===== src/rtl/ppg_ratio_if.sv =====
// ppg_ratio_if: groups the LED/ADC capture inputs and the ratio-engine results.
//   track_en, led_red, led_ir, red_adc, ir_adc : controller side -> engine
//   red_ac, red_dc, ir_ac, ir_dc               : last accepted window statistics
//   ratio, ratio_valid, ratio_err              : ratio-of-ratios result and strobe
//   overrun, busy                              : status
// master = the controller/test side, slave = the ratio engine.
interface ppg_ratio_if #(
    parameter int unsigned RATIO_W = 10
);
    logic               track_en;
    logic               led_red;
    logic               led_ir;
    logic [7:0]         red_adc;
    logic [7:0]         ir_adc;
    logic [7:0]         red_ac;
    logic [7:0]         red_dc;
    logic [7:0]         ir_ac;
    logic [7:0]         ir_dc;
    logic [RATIO_W-1:0] ratio;
    logic               ratio_valid;
    logic               ratio_err;
    logic               overrun;
    logic               busy;

    modport master (
        output track_en, led_red, led_ir, red_adc, ir_adc,
        input  red_ac, red_dc, ir_ac, ir_dc, ratio, ratio_valid, ratio_err, overrun, busy
    );

    modport slave (
        input  track_en, led_red, led_ir, red_adc, ir_adc,
        output red_ac, red_dc, ir_ac, ir_dc, ratio, ratio_valid, ratio_err, overrun, busy
    );
endinterface


===== src/rtl/ppg_ratio_engine.sv =====
// ppg_ratio_engine: windowed peak/trough/mean tracking of the RED and IR PPG samples and a
// sequential restoring divider producing R = (AC_red*DC_ir)/(AC_ir*DC_red) in fixed point.
//   clk  : system clock
//   rst  : asynchronous active-high reset
//   bus  : ppg_ratio_if.slave (LED/ADC inputs, window statistics, ratio, status)
module ppg_ratio_engine #(
    parameter int unsigned WIN_LOG2 = 5,
    parameter int unsigned FRAC     = 7,
    parameter int unsigned RATIO_W  = 10
) (
    input logic         clk,
    input logic         rst,
    ppg_ratio_if.slave  bus
);
    localparam int unsigned CW  = WIN_LOG2 + 1;
    localparam int unsigned SW  = 8 + WIN_LOG2;
    localparam int unsigned NW  = 16 + FRAC;
    localparam int unsigned STW = $clog2(NW);
    localparam logic [CW-1:0]  FULL = {1'b1, {WIN_LOG2{1'b0}}};
    localparam logic [STW-1:0] LAST = STW'(NW - 1);

    typedef enum logic [1:0] {StIdle, StMult, StDiv, StDone} state_e;

    // Channel index 0 = RED, 1 = IR.
    logic          led_red_q, led_ir_q;
    logic [1:0]    fall;
    logic [7:0]    sample [2];
    logic [CW-1:0] cnt_q [2], cnt_d [2];
    logic [7:0]    max_q [2], max_d [2];
    logic [7:0]    min_q [2], min_d [2];
    logic [SW-1:0] sum_q [2], sum_d [2];
    logic          close;

    state_e             state_q, state_d;
    logic [NW-1:0]      num_q, num_d, num_next;
    logic [15:0]        den_q, den_d;
    logic [15:0]        rem_q, rem_d, rem_diff;
    logic [16:0]        rem_sh;
    logic               q_bit;
    logic [STW-1:0]     step_q, step_d;
    logic [15:0]        prod_n, prod_d;
    logic [7:0]         red_ac_q, red_ac_d, red_dc_q, red_dc_d;
    logic [7:0]         ir_ac_q, ir_ac_d, ir_dc_q, ir_dc_d;
    logic [RATIO_W-1:0] ratio_q, ratio_d;
    logic               err_q, err_d, valid_q, valid_d, overrun_q, overrun_d;

    assign fall[0]   = bus.track_en & led_red_q & ~bus.led_red;
    assign fall[1]   = bus.track_en & led_ir_q & ~bus.led_ir;
    assign sample[0] = bus.red_adc;
    assign sample[1] = bus.ir_adc;
    assign close     = bus.track_en & (cnt_q[0] == FULL) & (cnt_q[1] == FULL);

    // Accumulators: a closing window or an empty channel makes the next capture sample 1.
    always_comb begin
        for (int c = 0; c < 2; c++) begin
            cnt_d[c] = cnt_q[c];
            max_d[c] = max_q[c];
            min_d[c] = min_q[c];
            sum_d[c] = sum_q[c];
            if (!bus.track_en) begin
                cnt_d[c] = '0;
                max_d[c] = '0;
                min_d[c] = '0;
                sum_d[c] = '0;
            end else if (close || cnt_q[c] == '0) begin
                if (fall[c]) begin
                    cnt_d[c] = CW'(1);
                    max_d[c] = sample[c];
                    min_d[c] = sample[c];
                    sum_d[c] = SW'(sample[c]);
                end else if (close) begin
                    cnt_d[c] = '0;
                    max_d[c] = '0;
                    min_d[c] = '0;
                    sum_d[c] = '0;
                end
            end else if (fall[c] && cnt_q[c] != FULL) begin
                cnt_d[c] = cnt_q[c] + 1'b1;
                sum_d[c] = sum_q[c] + SW'(sample[c]);
                if (sample[c] > max_q[c]) max_d[c] = sample[c];
                if (sample[c] < min_q[c]) min_d[c] = sample[c];
            end
        end
    end

    assign prod_n = 16'(red_ac_q) * 16'(ir_dc_q);
    assign prod_d = 16'(ir_ac_q) * 16'(red_dc_q);

    // One restoring step: remainder stays below den, so the low 16 bits of the difference are
    // exact whenever the subtraction is taken.
    assign rem_sh   = {rem_q, num_q[NW-1]};
    assign q_bit    = (rem_sh >= {1'b0, den_q});
    assign rem_diff = rem_sh[15:0] - den_q;
    assign num_next = {num_q[NW-2:0], q_bit};

    always_comb begin
        state_d   = state_q;
        num_d     = num_q;
        den_d     = den_q;
        rem_d     = rem_q;
        step_d    = step_q;
        red_ac_d  = red_ac_q;
        red_dc_d  = red_dc_q;
        ir_ac_d   = ir_ac_q;
        ir_dc_d   = ir_dc_q;
        ratio_d   = ratio_q;
        err_d     = err_q;
        valid_d   = 1'b0;
        overrun_d = overrun_q;
        if (!bus.track_en) begin
            state_d   = StIdle;
            overrun_d = 1'b0;
        end else begin
            if (close) begin
                if (state_q == StIdle) begin
                    red_ac_d = max_q[0] - min_q[0];
                    red_dc_d = sum_q[0][SW-1:WIN_LOG2];
                    ir_ac_d  = max_q[1] - min_q[1];
                    ir_dc_d  = sum_q[1][SW-1:WIN_LOG2];
                end else begin
                    overrun_d = 1'b1;
                end
            end
            unique case (state_q)
                StIdle: begin
                    if (close) state_d = StMult;
                end
                StMult: begin
                    num_d  = {prod_n, {FRAC{1'b0}}};
                    den_d  = prod_d;
                    rem_d  = '0;
                    step_d = '0;
                    if (prod_d == '0) begin
                        state_d = StDone;
                        ratio_d = '1;
                        err_d   = 1'b1;
                        valid_d = 1'b1;
                    end else begin
                        state_d = StDiv;
                    end
                end
                StDiv: begin
                    num_d  = num_next;
                    rem_d  = q_bit ? rem_diff : rem_sh[15:0];
                    step_d = step_q + 1'b1;
                    if (step_q == LAST) begin
                        state_d = StDone;
                        err_d   = 1'b0;
                        valid_d = 1'b1;
                        ratio_d = (|num_next[NW-1:RATIO_W]) ? '1 : num_next[RATIO_W-1:0];
                    end
                end
                StDone: state_d = StIdle;
                default: state_d = StIdle;
            endcase
        end
    end

    always_ff @(posedge clk or posedge rst) begin
        if (rst) begin
            led_red_q <= 1'b0;
            led_ir_q  <= 1'b0;
            for (int c = 0; c < 2; c++) begin
                cnt_q[c] <= '0;
                max_q[c] <= '0;
                min_q[c] <= '0;
                sum_q[c] <= '0;
            end
            state_q   <= StIdle;
            num_q     <= '0;
            den_q     <= '0;
            rem_q     <= '0;
            step_q    <= '0;
            red_ac_q  <= '0;
            red_dc_q  <= '0;
            ir_ac_q   <= '0;
            ir_dc_q   <= '0;
            ratio_q   <= '0;
            err_q     <= 1'b0;
            valid_q   <= 1'b0;
            overrun_q <= 1'b0;
        end else begin
            led_red_q <= bus.led_red;
            led_ir_q  <= bus.led_ir;
            for (int c = 0; c < 2; c++) begin
                cnt_q[c] <= cnt_d[c];
                max_q[c] <= max_d[c];
                min_q[c] <= min_d[c];
                sum_q[c] <= sum_d[c];
            end
            state_q   <= state_d;
            num_q     <= num_d;
            den_q     <= den_d;
            rem_q     <= rem_d;
            step_q    <= step_d;
            red_ac_q  <= red_ac_d;
            red_dc_q  <= red_dc_d;
            ir_ac_q   <= ir_ac_d;
            ir_dc_q   <= ir_dc_d;
            ratio_q   <= ratio_d;
            err_q     <= err_d;
            valid_q   <= valid_d;
            overrun_q <= overrun_d;
        end
    end

    assign bus.red_ac      = red_ac_q;
    assign bus.red_dc      = red_dc_q;
    assign bus.ir_ac       = ir_ac_q;
    assign bus.ir_dc       = ir_dc_q;
    assign bus.ratio       = ratio_q;
    assign bus.ratio_valid = valid_q;
    assign bus.ratio_err   = err_q;
    assign bus.overrun     = overrun_q;
    assign bus.busy        = (state_q != StIdle);
endmodule


===== src/flat_wrapper.sv =====
// flat-port wrapper written by rule: the top's interface ports become plain ports
module ppg_ratio_engine_flat 
#(
    parameter int unsigned WIN_LOG2 = 5,
    parameter int unsigned FRAC     = 7,
    parameter int unsigned RATIO_W  = 10
)
  (clk, rst, bus_track_en, bus_led_red, bus_led_ir, bus_red_adc, bus_ir_adc, bus_red_ac, bus_red_dc, bus_ir_ac, bus_ir_dc, bus_ratio, bus_ratio_valid, bus_ratio_err, bus_overrun, bus_busy);
  ppg_ratio_if #(.RATIO_W(RATIO_W)) bus_i ();
  input logic clk;
  input logic rst;
  input wire logic [$bits(bus_i.track_en)-1:0] bus_track_en;
  input wire logic [$bits(bus_i.led_red)-1:0] bus_led_red;
  input wire logic [$bits(bus_i.led_ir)-1:0] bus_led_ir;
  input wire logic [$bits(bus_i.red_adc)-1:0] bus_red_adc;
  input wire logic [$bits(bus_i.ir_adc)-1:0] bus_ir_adc;
  output wire logic [$bits(bus_i.red_ac)-1:0] bus_red_ac;
  output wire logic [$bits(bus_i.red_dc)-1:0] bus_red_dc;
  output wire logic [$bits(bus_i.ir_ac)-1:0] bus_ir_ac;
  output wire logic [$bits(bus_i.ir_dc)-1:0] bus_ir_dc;
  output wire logic [$bits(bus_i.ratio)-1:0] bus_ratio;
  output wire logic [$bits(bus_i.ratio_valid)-1:0] bus_ratio_valid;
  output wire logic [$bits(bus_i.ratio_err)-1:0] bus_ratio_err;
  output wire logic [$bits(bus_i.overrun)-1:0] bus_overrun;
  output wire logic [$bits(bus_i.busy)-1:0] bus_busy;
  assign bus_i.track_en = bus_track_en;
  assign bus_i.led_red = bus_led_red;
  assign bus_i.led_ir = bus_led_ir;
  assign bus_i.red_adc = bus_red_adc;
  assign bus_i.ir_adc = bus_ir_adc;
  assign bus_red_ac = bus_i.red_ac;
  assign bus_red_dc = bus_i.red_dc;
  assign bus_ir_ac = bus_i.ir_ac;
  assign bus_ir_dc = bus_i.ir_dc;
  assign bus_ratio = bus_i.ratio;
  assign bus_ratio_valid = bus_i.ratio_valid;
  assign bus_ratio_err = bus_i.ratio_err;
  assign bus_overrun = bus_i.overrun;
  assign bus_busy = bus_i.busy;
  ppg_ratio_engine #(.WIN_LOG2(WIN_LOG2), .FRAC(FRAC), .RATIO_W(RATIO_W)) u_core (.clk(clk), .rst(rst), .bus(bus_i));
endmodule

===== config.mk =====
export PLATFORM = sky130hd
export DESIGN_NAME = ppg_ratio_engine_flat
export DESIGN_NICKNAME = d
export VERILOG_FILES = /design/src/rtl/ppg_ratio_if.sv /design/src/rtl/ppg_ratio_engine.sv /design/src/flat_wrapper.sv
export SDC_FILE = /design/constraint.sdc
export NUM_CORES = 1
export LEC_CHECK = 0
export CAP_MARGIN = 20
export CORE_UTILIZATION = 66
export DETAILED_ROUTE_END_ITERATION = 8
export DONT_BUFFER_PORTS = 1
export PLACE_DENSITY = 0.81
export SLEW_MARGIN = 10
export SYNTH_ARGS = -nofsm -noshare
export SYNTH_HDL_FRONTEND = slang
export SYNTH_SLANG_ARGS = --single-unit

===== constraint.sdc =====
create_clock -name clk -period 12.05 [get_ports clk]
set_input_delay 1.205 -clock clk [delete_from_list [all_inputs] [get_ports clk]]
set_output_delay 1.205 -clock clk [all_outputs]
set_load 0.02 [all_outputs]

==> summary.txt, run 1 <==
Die
  – Die H: 151 um
  – Die W: 151 um
  – Full die area: 22800 um2
  – Core footprint: approximately 22000 um2
  – Starting Density: between 60% and 70%
  – Io pins: 67
  – # rows: 54

Drt
  – Metal2 WL: 15100 um
  – WL per Instance: 16.4 um
  – WL final: 31100 um
  – Met1 Wirelength: 13500 um
  – DRT iter0 DRCs: between 600 and 700
  – Pre-antenna DRT Iters: 5
  – Max Used Layer: met4
  – Metal3 WL: 1460 um
  – ANT nets after route: 0
  – Via count: 11247
  – Vias per inst: 5.94
  – # DRC: 0

Critical path
  – Critical path type: flop to flop
  – Max incr delay on CP: 0.65 ns
  – Number of buffers and inverters on the critical path: 3
  – Crit-path max FO: 10
  – Worst Setup End Kind: flop
  – Worst reg2reg endpoint: u_core.bus.ratio[7]
  – Crit-path leading delay family: adder cells
  – Critical path data required time: 12.41 ns
  – CP Cell Sequence: nand2_1, fa_1, fa_1, inv_1, fa_1, inv_1, fa_1, inv_1, ha_1, a21o_1, or3_1, o211ai_1, a21oi_1, o2111ai_1, nor4b_4, nand4b_1, o31a_1, mux2i_1
  – R2R Setup Slk: 6.16 ns
  – Startpoint type of the worst setup path: flop
  – Critical path arrival: between 6 and 7 ns
  – CP max-delay cell: dfrtp_1
  – Most used cell, CP: fa_1
  – Reg2Reg Depth: 18
  – Worst reg2reg startpoint: u_core.bus.red_dc[7]

Final layout
  – Fin area: approximately 15000 um2
  – # fillers: between 1500 and 2000
  – Ant. Diodes: 0
  – Synthesis-to-finish area growth: 5.59%
  – Layout cells sized above 1: 5.33%
  – Layout net count: 1855

CTS
  – Postcts setup bufs: 0
  – Clk buf depth: 2
  – Hold Buf Count CTS: 0
  – Cts bufs inserted: 17
  – H-tree levels: 4
  – Clk sinks: 179
  – Clk slew on worst S/H paths: 0.08 ns
  – Post_cts resized: 0
  – Clock Latency Late Sink: 0.45 ns
  – Root Driver: clkbuf_16
  – CTS tree: built

Synth
  – Synth Area in XOR/XNOR: ~4.1%
  – Compound-Gate Fraction of Synth Area: between 10% and 20%
  – FF+latch count, synth: 179
  – Mapped Nets: 1884
  – Post-synth EDFFs: 0
  – Syn. warnings: 0
  – Most common cell in the netlist: nand2_1
  – Synth top cells by count: 220 x nand2_1, 182 x inv_1, 179 x dfrtp_1, 158 x ha_1, 92 x nor2_1
  – Mapped Cells: about 1600
  – Ys flop type: dfrtp_1
  – Netlist cell types: a little under 70
  – Syn Std Cell Area: 14600 um2
  – Async S/R FF share, synth: 100%
  – Mux share of post-synthesis cell area: 3.49%
  – Yosys top cell by area: dfrtp_1
  – Dominant cells by area after synthesis: dfrtp_1 31%, ha_1 13%, fa_1 11%
  – Largest family of logic cells by synthesized area: adder cells
  – Post-synthesis sequential area ratio: 30.6%
  – Syn avg cell area: between 8 and 9 um2
  – Simple-gate share of the synthesized area: 17.8%
  – Yosys top cell area share: 30.6%
  – Adder and majority gate portion of the synthesized area: about a quarter

Run status
  – Status: finished clean

Place
  – Place WS: 6.18 ns
  – Buffers on Ports: 0
  – Dpl hpwl: 23400 um
  – Post-Place Cell Area: 14800 um2
  – GP Congestion: 0.899

GRT
  – GRT Resource Usage Total: just under 30%
  – Initial antenna violation count: 0
  – Vias in the first global route: ~11000
  – Largest net degree at the start of global routing: roughly 70
  – First-pass GRT wire length: 52400 um
  – Total global routing overflow: 0

Power
  – Overall power: 1640 uW
  – Pwr per Cell Area: 106 nW/um2
  – P_leak: 0.00793 uW
  – Worst vdd ir: around 0.096 mV

Run
  – Max-Cap Viols: 0

Timing
  – Final Cycle Share: 48.9%
  – RSZ-0062 raised after global routing: false
  – Setup WS post-layout: 6.16 ns
  – Fmax: 170 MHz
  – Hold Vio Cnt, Final: 0
  – Min Tclk post-route: 5.89 ns
  – Setup TNS: 0 ns
  – Final setup vio count: 0
  – Relative slew slack: a little over a quarter
  – Slew @ Worst Pin: 1.09 ns
  – Max Transition Viols Final: 0
  – Final Skew: 0.0107 ns
  – Hold slack: 0.484 ns

Hold path
  – Hold Path Sink: u_core.sum_q[3]
  – Hold path depth: 1
  – Worst min path class: flop to flop
  – Min-delay src: u_core.sum_q[3]
routing by layer:
layer | global-route usage, % | vias to the layer above
met5 | 0 | -
met4 | 12.4 | 0
met3 | 4.64 | 77
met2 | 49.0 | 298
met1 | 36.9 | 5440
li1 | - | 5432
stage by stage:
| step | std cells | util, % |
|---|---|---|
| detailed placement | 1859 | 68.0 |
| CTS | 1891 | 70.8 |
| finish | 1892 | 70.9 |
| global placement | 1859 | 68.0 |
| global route | 1892 | 70.9 |
| floorplan | 1628 | - |
where the power goes:
group	leakage (uW)	switching [uW]	internal (uW)
combinational	0.00522	246	158
clock	0.000299	269	302
sequential	0.00241	32.9	633
total	0.00793	549	1090
worst max-delay path by stage:
stage	slack, ns	from	endpoint	cells past startpoint
floorplan	5.99	rst	u_core.bus.ir_ac[0]	1
global placement	6.39	u_core.bus.red_dc[4]	u_core.bus.ratio[8]	19
detailed placement	6.18	u_core.bus.red_dc[4]	u_core.bus.ratio[7]	19
CTS	6.15	u_core.bus.red_dc[4]	u_core.bus.ratio[7]	19
global route	5.88	u_core.bus.red_dc[4]	u_core.bus.ratio[7]	19
finish	6.16	u_core.bus.red_dc[7]	u_core.bus.ratio[7]	18
cell families (layout without fill, tap and decap cells):
family,count (synthesis),in the layout
flops,179,179
compound gates,316,316
xor+xnor,68,68
mux,48,48
simple gates,543,543
fa+ha+maj,235,235
buf+inv,239,223
placed cells by master (no fill, tap or decap), drive strengths merged, types with 5 or more instances in the layout:
master / instances
inv: 191
and3: 13
o21a: 7
clkbuf: 18
o211ai: 7
nand2b: 14
o21ai: 93
nand3: 36
or2: 5
and2: 82
nor2b: 20
o311ai: 10
a31oi: 5
mux2i: 23
ha: 158
dfrtp: 179
nand4b: 5
nor2: 92
fa: 77
or3: 7
a21o: 40
a21oi: 85
xor2: 35
nor3: 17
buf: 9
a211oi: 9
nand2: 220
o31ai: 14
a22o: 11
nand3b: 5
nor4: 6
xnor2: 33
mux2: 25
nand4: 14
state kept, by name, indices dropped and copies added, names as in the netlist:
signal                  cells
u_core.step_q               5
u_core.bus.ir_ac            8
u_core.den_q               16
u_core.bus.ratio_err        1
u_core.led_ir_q             1
u_core.led_red_q            1
u_core.state_q              2
u_core.bus.ir_dc            8
u_core.rem_q               16
u_core.max_q               16
u_core.bus.red_ac           8
u_core.cnt_q               12
u_core.min_q               16
u_core.sum_q               26
u_core.bus.red_dc           8
u_core.bus.ratio           10
u_core.bus.overrun          1
u_core.bus.ratio_valid      1
u_core.num_q               23
final cells by class:
type,instances,area [um2],share of cell area [%]
clock inverters,14,161,1.04
repair buffers,9,80.1,0.518
flip-flops and latches,179,4480,29.0
inverters,182,688,4.45
clock buffers,18,439,2.84
multi-input cells,1210,9270,59.9
well taps,280,350,2.27
Note: power is estimated with default switching activity, not from simulation.
==> run 2, diff against run 1 <==
==> constraint.sdc (replaced) <==
create_clock -name clk -period 5.5 [get_ports clk]
set_input_delay 0.55 -clock clk [delete_from_list [all_inputs] [get_ports clk]]
set_output_delay 0.55 -clock clk [all_outputs]
set_load 0.02 [all_outputs]
==> run 2 against run 1 <==
  * Critical path depth increased by 2
  * Maximum frequency increased by 10%
  * Core utilization increased by 1.2 points
  * Clock skew increased by 0.0026 ns
==> summary.txt, run 2 (synthesized netlist as in run 1, its figures left out) <==
GRT
  – Vias in the first global route: approximately 11000
  – Largest net degree at the start of global routing: 79
  – GRT Resource Usage Total: 30.1%
  – Initial antenna violation count: 1
  – First-pass GRT wire length: 53900 um
  – Total global routing overflow: 0

Die
  – Core footprint: 21800 um2
  – # rows: 54
  – Full die area: 22800 um2
  – Die W: 151 um
  – Io pins: 67
  – Starting Density: roughly two thirds
  – Die H: 151 um

Final layout
  – # fillers: 1619
  – Most common cell after layout, fill and taps aside: nand2_1
  – Synthesis-to-finish area growth: 7.41%
  – Reg with most FFs: u_core.sum_q
  – Ant. Diodes: 0
  – Fin area: approximately 16000 um2
  – Number of flip-flops in the largest register: 26
  – Layout cells sized above 1: between 8 and 9%
  – Layout net count: 1879
  – Most frequent cells in the layout: 219 x nand2_1, 177 x inv_1, 176 x dfrtp_1, 155 x ha_1, 92 x nor2_1
  – Biggest regs: u_core.sum_q (26), u_core.num_q (23)
  – Post-route insts no fill: 1916

Timing
  – Final Skew: between 0.01 and 0.015 ns
  – Hold Vio Cnt, Final: 0
  – RSZ-0062 raised after global routing: true
  – Final Cycle Share: 97.3%
  – Fmax: 187 MHz
  – Min Tclk post-route: 5.35 ns
  – Relative slew slack: 28.7%
  – Slew @ Worst Pin: 1.07 ns
  – Final setup vio count: 0
  – Max Transition Viols Final: 0

Critical path
  – Critical path arrival: 5.66 ns
  – Critical path type: flop to flop
  – Worst Setup End Kind: flop
  – Critical path data required time: between 5 and 6 ns
  – Crit-path max FO: 5
  – Startpoint type of the worst setup path: flop

Drt
  – Pre-antenna DRT Iters: 5
  – WL final: around 32000 um
  – DRT iter0 DRCs: 696
  – ANT nets after route: 0
  – Via count: between 10000 and 15000
  – # DRC: 0
  – WL per Instance: 16.9 um
  – Vias per inst: 5.92

Place
  – Buffers on Ports: 0
  – GP Congestion: 0.870
  – Placed Instances: 1877
  – Dpl hpwl: 24100 um
  – Post-Place Cell Area: about 15000 um2

CTS
  – Clk sinks: between 150 and 200
  – Clk slew on worst S/H paths: 0.07 ns
  – Clock Latency Late Sink: 0.45 ns
  – Cts bufs inserted: 17
  – Clk buf depth: 2
  – CTS tree: built
  – Root Driver: clkbuf_16
  – H-tree levels: 4

Power
  – P_leak: approximately 0.0080 uW
  – Worst vdd ir: 0.175 mV
  – Pwr per Cell Area: 230 nW/um2

Run
  – Max-Cap Viols: 0

Run status
  – Status: finished clean

Hold path
  – Worst min path class: input port to asynchronous set/reset pin
-- run 2: power breakdown --
group	internal [uW]	total, uW	switching, uW
logic	351	900	549
registers	1390	1460	73.5
clock network	680	1250	570
-- run 2: worst paths after layout --
kind / start / endpoint / slack [ns] / cells past startpoint
worst min register to register: u_core.num_q[21] / u_core.num_q[21] / 0.48 / 2
min in group clk: bus_led_ir / u_core.led_ir_q / 0.13 / 0
worst max-delay path: u_core.bus.red_dc[2] / u_core.bus.ratio[2] / 0.15 / 20
max in group asynchronous: rst / u_core.bus.red_dc[7] / 4.27 / 2
worst max register to register: u_core.bus.red_dc[2] / u_core.bus.ratio[2] / 0.15 / 20
worst min-delay path: rst / u_core.rem_q[12] / 0.09 / 1
-- run 2: critical path, stage by stage, from the launching register on --
cell,delay [ns]
dfrtp_1,0.41
and2_4,0.15
fa_1,0.55
inv_2,0.05
fa_1,0.51
inv_2,0.04
fa_1,0.50
inv_2,0.04
fa_1,0.48
inv_2,0.05
ha_4,0.21
a21o_1,0.21
or3_4,0.38
o211a_4,0.27
nor3_4,0.21
o2111ai_2,0.17
nor4b_4,0.34
nand4b_1,0.14
o31a_1,0.20
buf_6,0.17
mux2i_2,0.15
-- run 2: repair_timing --
action	4_1_cts	5_1_grt
endpoints found under the setup margin	0	11
hold buffers	0	0
gates resized for setup	0	31
setup buffers	0	4
-- run 2: layer usage --
| metal | up-vias | global-route usage [%] | share of wire (%) |
|---|---|---|---|
| li1 | 5486 | - | - |
| met1 | 5471 | 37.0 | 42 |
| met2 | 319 | 53.1 | 51 |
| met3 | 67 | 4.67 | 4.7 |
| met4 | 2 | 11.1 | 2.4 |
| met5 | - | 0 | 0.040 |
-- run 2: stage by stage --
stage	setup TNS [ns]	setup WS (ns)	hold WS, ns	total power (uW)	util, %
finish	0	0.151	0.0897	3610	72.1
global route	-0.0238	-0.0238	0.113	3790	72.1
CTS	0	0.0531	0.104	3610	71.4
detailed placement	0	0.0621	0.471	2360	68.6
global placement	0	0.220	0.463	2330	68.6
floorplan	0	0.0914	0.449	2160	-
-- run 2: area by class of cell --
cell class / count / area, um2 / area share (%)
inverters: 182 / 688 / 4.37
clock inverters: 12 / 135 / 0.859
well taps: 280 / 350 / 2.23
flip-flops and latches: 179 / 4480 / 28.5
multi-input cells: 1210 / 9340 / 59.4
clock buffers: 20 / 467 / 2.97
repair buffers: 33 / 269 / 1.71
==> run 3, diff against run 2 <==
==> constraint.sdc (replaced) <==
create_clock -name clk -period 5.1 [get_ports clk]
set_input_delay 0.51 -clock clk [delete_from_list [all_inputs] [get_ports clk]]
set_output_delay 0.51 -clock clk [all_outputs]
set_load 0.02 [all_outputs]
==> run 3 against run 2 <==
  * The run now ends with DRC, setup timing left
  * Clock skew up 0.0030 ns
  * Die area unchanged
  * Worst hold slack better by 0.0037 ns
  * Setup slack worse by 0.23 ns
  * Core utilization up 1.6 points
  * Non-clock buffer count up 31
  * Critical path depth up 1
  * Sequential power up 8%
  * Sequential share of layout area down 0.60 points
  * Largest power group unchanged
==> summary.txt, run 3 (synthesized netlist as in run 1, its figures left out) <==
Die
  – Die W: 151 um
  – Die H: 151 um
  – Core footprint: ~22000 um2
  – Starting Density: 67.1%
  – Io pins: 67
  – # rows: 54
  – Full die area: approximately 23000 um2

Power
  – Psw: 1300 uW
  – Net Sw Frac: 32.6%
  – Reg power frac: between 30% and 40%
  – Internal Pwr Total: 2690 uW
  – Pwr per Cell Area: 248 nW/um2
  – Worst vdd ir: 0.214 mV
  – Clock Power Share: 35.8%
  – Gate power share: 24.6%
  – P_leak: 0.00826 uW

Final layout
  – Most frequent cells in the layout: 219 x nand2_1, 178 x inv_1, 172 x dfrtp_1, 156 x ha_1, 91 x o21ai_0
  – Post-route insts no fill: 1947
  – Layout cells sized above 1: between 10% and 20%
  – Reg with most FFs: u_core.sum_q
  – Most common cell after layout, fill and taps aside: nand2_1
  – Ant. Diodes: 0
  – Synthesis-to-finish area growth: 9.83%
  – Number of flip-flops in the largest register: 26
  – Biggest regs: u_core.sum_q (26), u_core.num_q (23)
  – Layout net count: 1910

CTS
  – Clk slew on worst S/H paths: about 0.070 ns
  – CTS tree: built
  – Clk buf depth: 2
  – Cts bufs inserted: 17
  – Clock Latency Late Sink: 0.44 ns
  – H-tree levels: 4
  – Clk sinks: 179
  – Root Driver: clkbuf_16

GRT
  – GRT Resource Usage Total: 29.6%
  – Total global routing overflow: 0
  – Vias in the first global route: 11392
  – Initial antenna violation count: 1
  – First-pass GRT wire length: 53500 um
  – Largest net degree at the start of global routing: 180

Critical path
  – Worst Setup End Kind: flop
  – Startpoint type of the worst setup path: flop
  – Critical path data required time: 5.46 ns
  – Critical path type: flop to flop
  – Critical path arrival: 5.54 ns
  – Crit-path max FO: 10

Timing
  – Relative slew slack: 33.1%
  – Setup WS post-layout: -0.0785 ns
  – Hold Vio Cnt, Final: 0
  – Min Tclk post-route: 5.18 ns
  – Slew @ Worst Pin: 1.00 ns
  – Final Cycle Share: 102%
  – Final Skew: 0.0163 ns
  – RSZ-0062 raised after global routing: true
  – Fmax: 193 MHz
  – Final setup vio count: 10
  – Max Transition Viols Final: 0

Place
  – Buffers on Ports: 0
  – Dpl hpwl: around 24000 um
  – GP Congestion: just under 0.9
  – Place WS: -0.151 ns
  – Placed Instances: 1912

Drt
  – # DRC: 2
  – WL final: 32700 um
  – WL per Instance: between 15 and 20 um
  – ANT nets after route: 0
  – Pre-antenna DRT Iters: 8
  – Via count: 11447
  – DRT iter0 DRCs: 645
  – Vias per inst: 5.88

Hold path
  – Worst min path class: input port to flop

Run status
  – Failing checks: DRC, setup timing
  – Status: finished with violations

Run
  – Max-Cap Viols: 0
[run 3: changes by cell type in the layout (fill, tap and decap cells not counted), sizes merged]
cell	previous run	this run
inv	190	187
clkinv	2	3
clkbuf	20	18
clkinvlp	1	3
bufinv	1	3
buf	33	64
[run 3: power groups by stage]
| stage | sequential [uW] | combinational, uW | clock (uW) |
|---|---|---|---|
| 2_1_floorplan | 1580 | 748 | 0 |
| 3_3_place_gp | 1600 | 918 | 0 |
| 3_5_place_dp | 1600 | 950 | 0 |
| 4_1_cts | 1580 | 959 | 1440 |
| 5_1_grt | 1590 | 1080 | 1490 |
| 6_report | 1580 | 979 | 1430 |
[run 3: final timing paths]
| check | from | to | slack, ns | depth (start not counted) |
|---|---|---|---|---|
| setup / recovery | u_core.bus.red_dc[4] | u_core.bus.ratio[6] | -0.08 | 21 |
| min in group asynchronous | rst | u_core.bus.ir_dc[6] | 0.14 | 2 |
| hold / removal | bus_led_ir | u_core.led_ir_q | 0.09 | 0 |
| hold reg to reg | u_core.sum_q[4] | u_core.sum_q[4] | 0.48 | 1 |
| setup reg to reg | u_core.bus.red_dc[4] | u_core.bus.ratio[6] | -0.08 | 21 |
| max in group asynchronous | rst | u_core.bus.ir_ac[3] | 4.14 | 2 |
[run 3: repair_timing]
action / 4_1_cts / 5_1_grt
setup endpoints to repair: 11 / 14
pin swaps: 4 / 4
hold buffers: 0 / 0
setup buffers: 0 / 1
resized for setup: 10 / 14
[run 3: critical path, cell delays in order (launching register included)]
cell,delay (ns)
dfrtp_2,0.40
and2_4,0.16
fa_1,0.52
inv_1,0.05
fa_1,0.50
inv_2,0.04
fa_1,0.54
inv_2,0.04
fa_1,0.54
inv_2,0.05
ha_4,0.24
a21o_1,0.18
or3_4,0.34
buf_4,0.15
o211ai_1,0.23
a21oi_1,0.15
o2111ai_2,0.23
nor4b_4,0.08
nand4b_1,0.10
o31a_1,0.20
buf_12,0.15
mux2i_1,0.19
[run 3: cell type report]
class	count	area, um2
sequential	179	4490
inverter	182	687
tap	280	350
timing repair buffer	64	518
clock buffer	18	439
clock inverter	14	195
fill	1595	5740
multi-input combinational	1210	9410
[run 3: through the flow]
step / cell area (um2) / power (uW) / utilization, % / setup TNS, ns / hold WS [ns]
6_report: 16100 / 3980 / 73.7 / -0.621 / 0.0934
2_1_floorplan: 14700 / 2330 / - / 0 / 0.449
4_1_cts: 16000 / 3970 / 73.2 / -0.392 / 0.0885
5_1_grt: 16100 / 4160 / 73.7 / -2.21 / 0.0816
3_5_place_dp: 15300 / 2550 / 70.1 / -1.24 / 0.471
3_3_place_gp: 15300 / 2520 / 70.1 / -0.235 / 0.462
[run 3: layer usage]
layer	GRT usage, %	wire length [um]
met5	0	0
met4	10.5	862
met3	4.31	1560
met2	52.8	16500
met1	36.3	13800
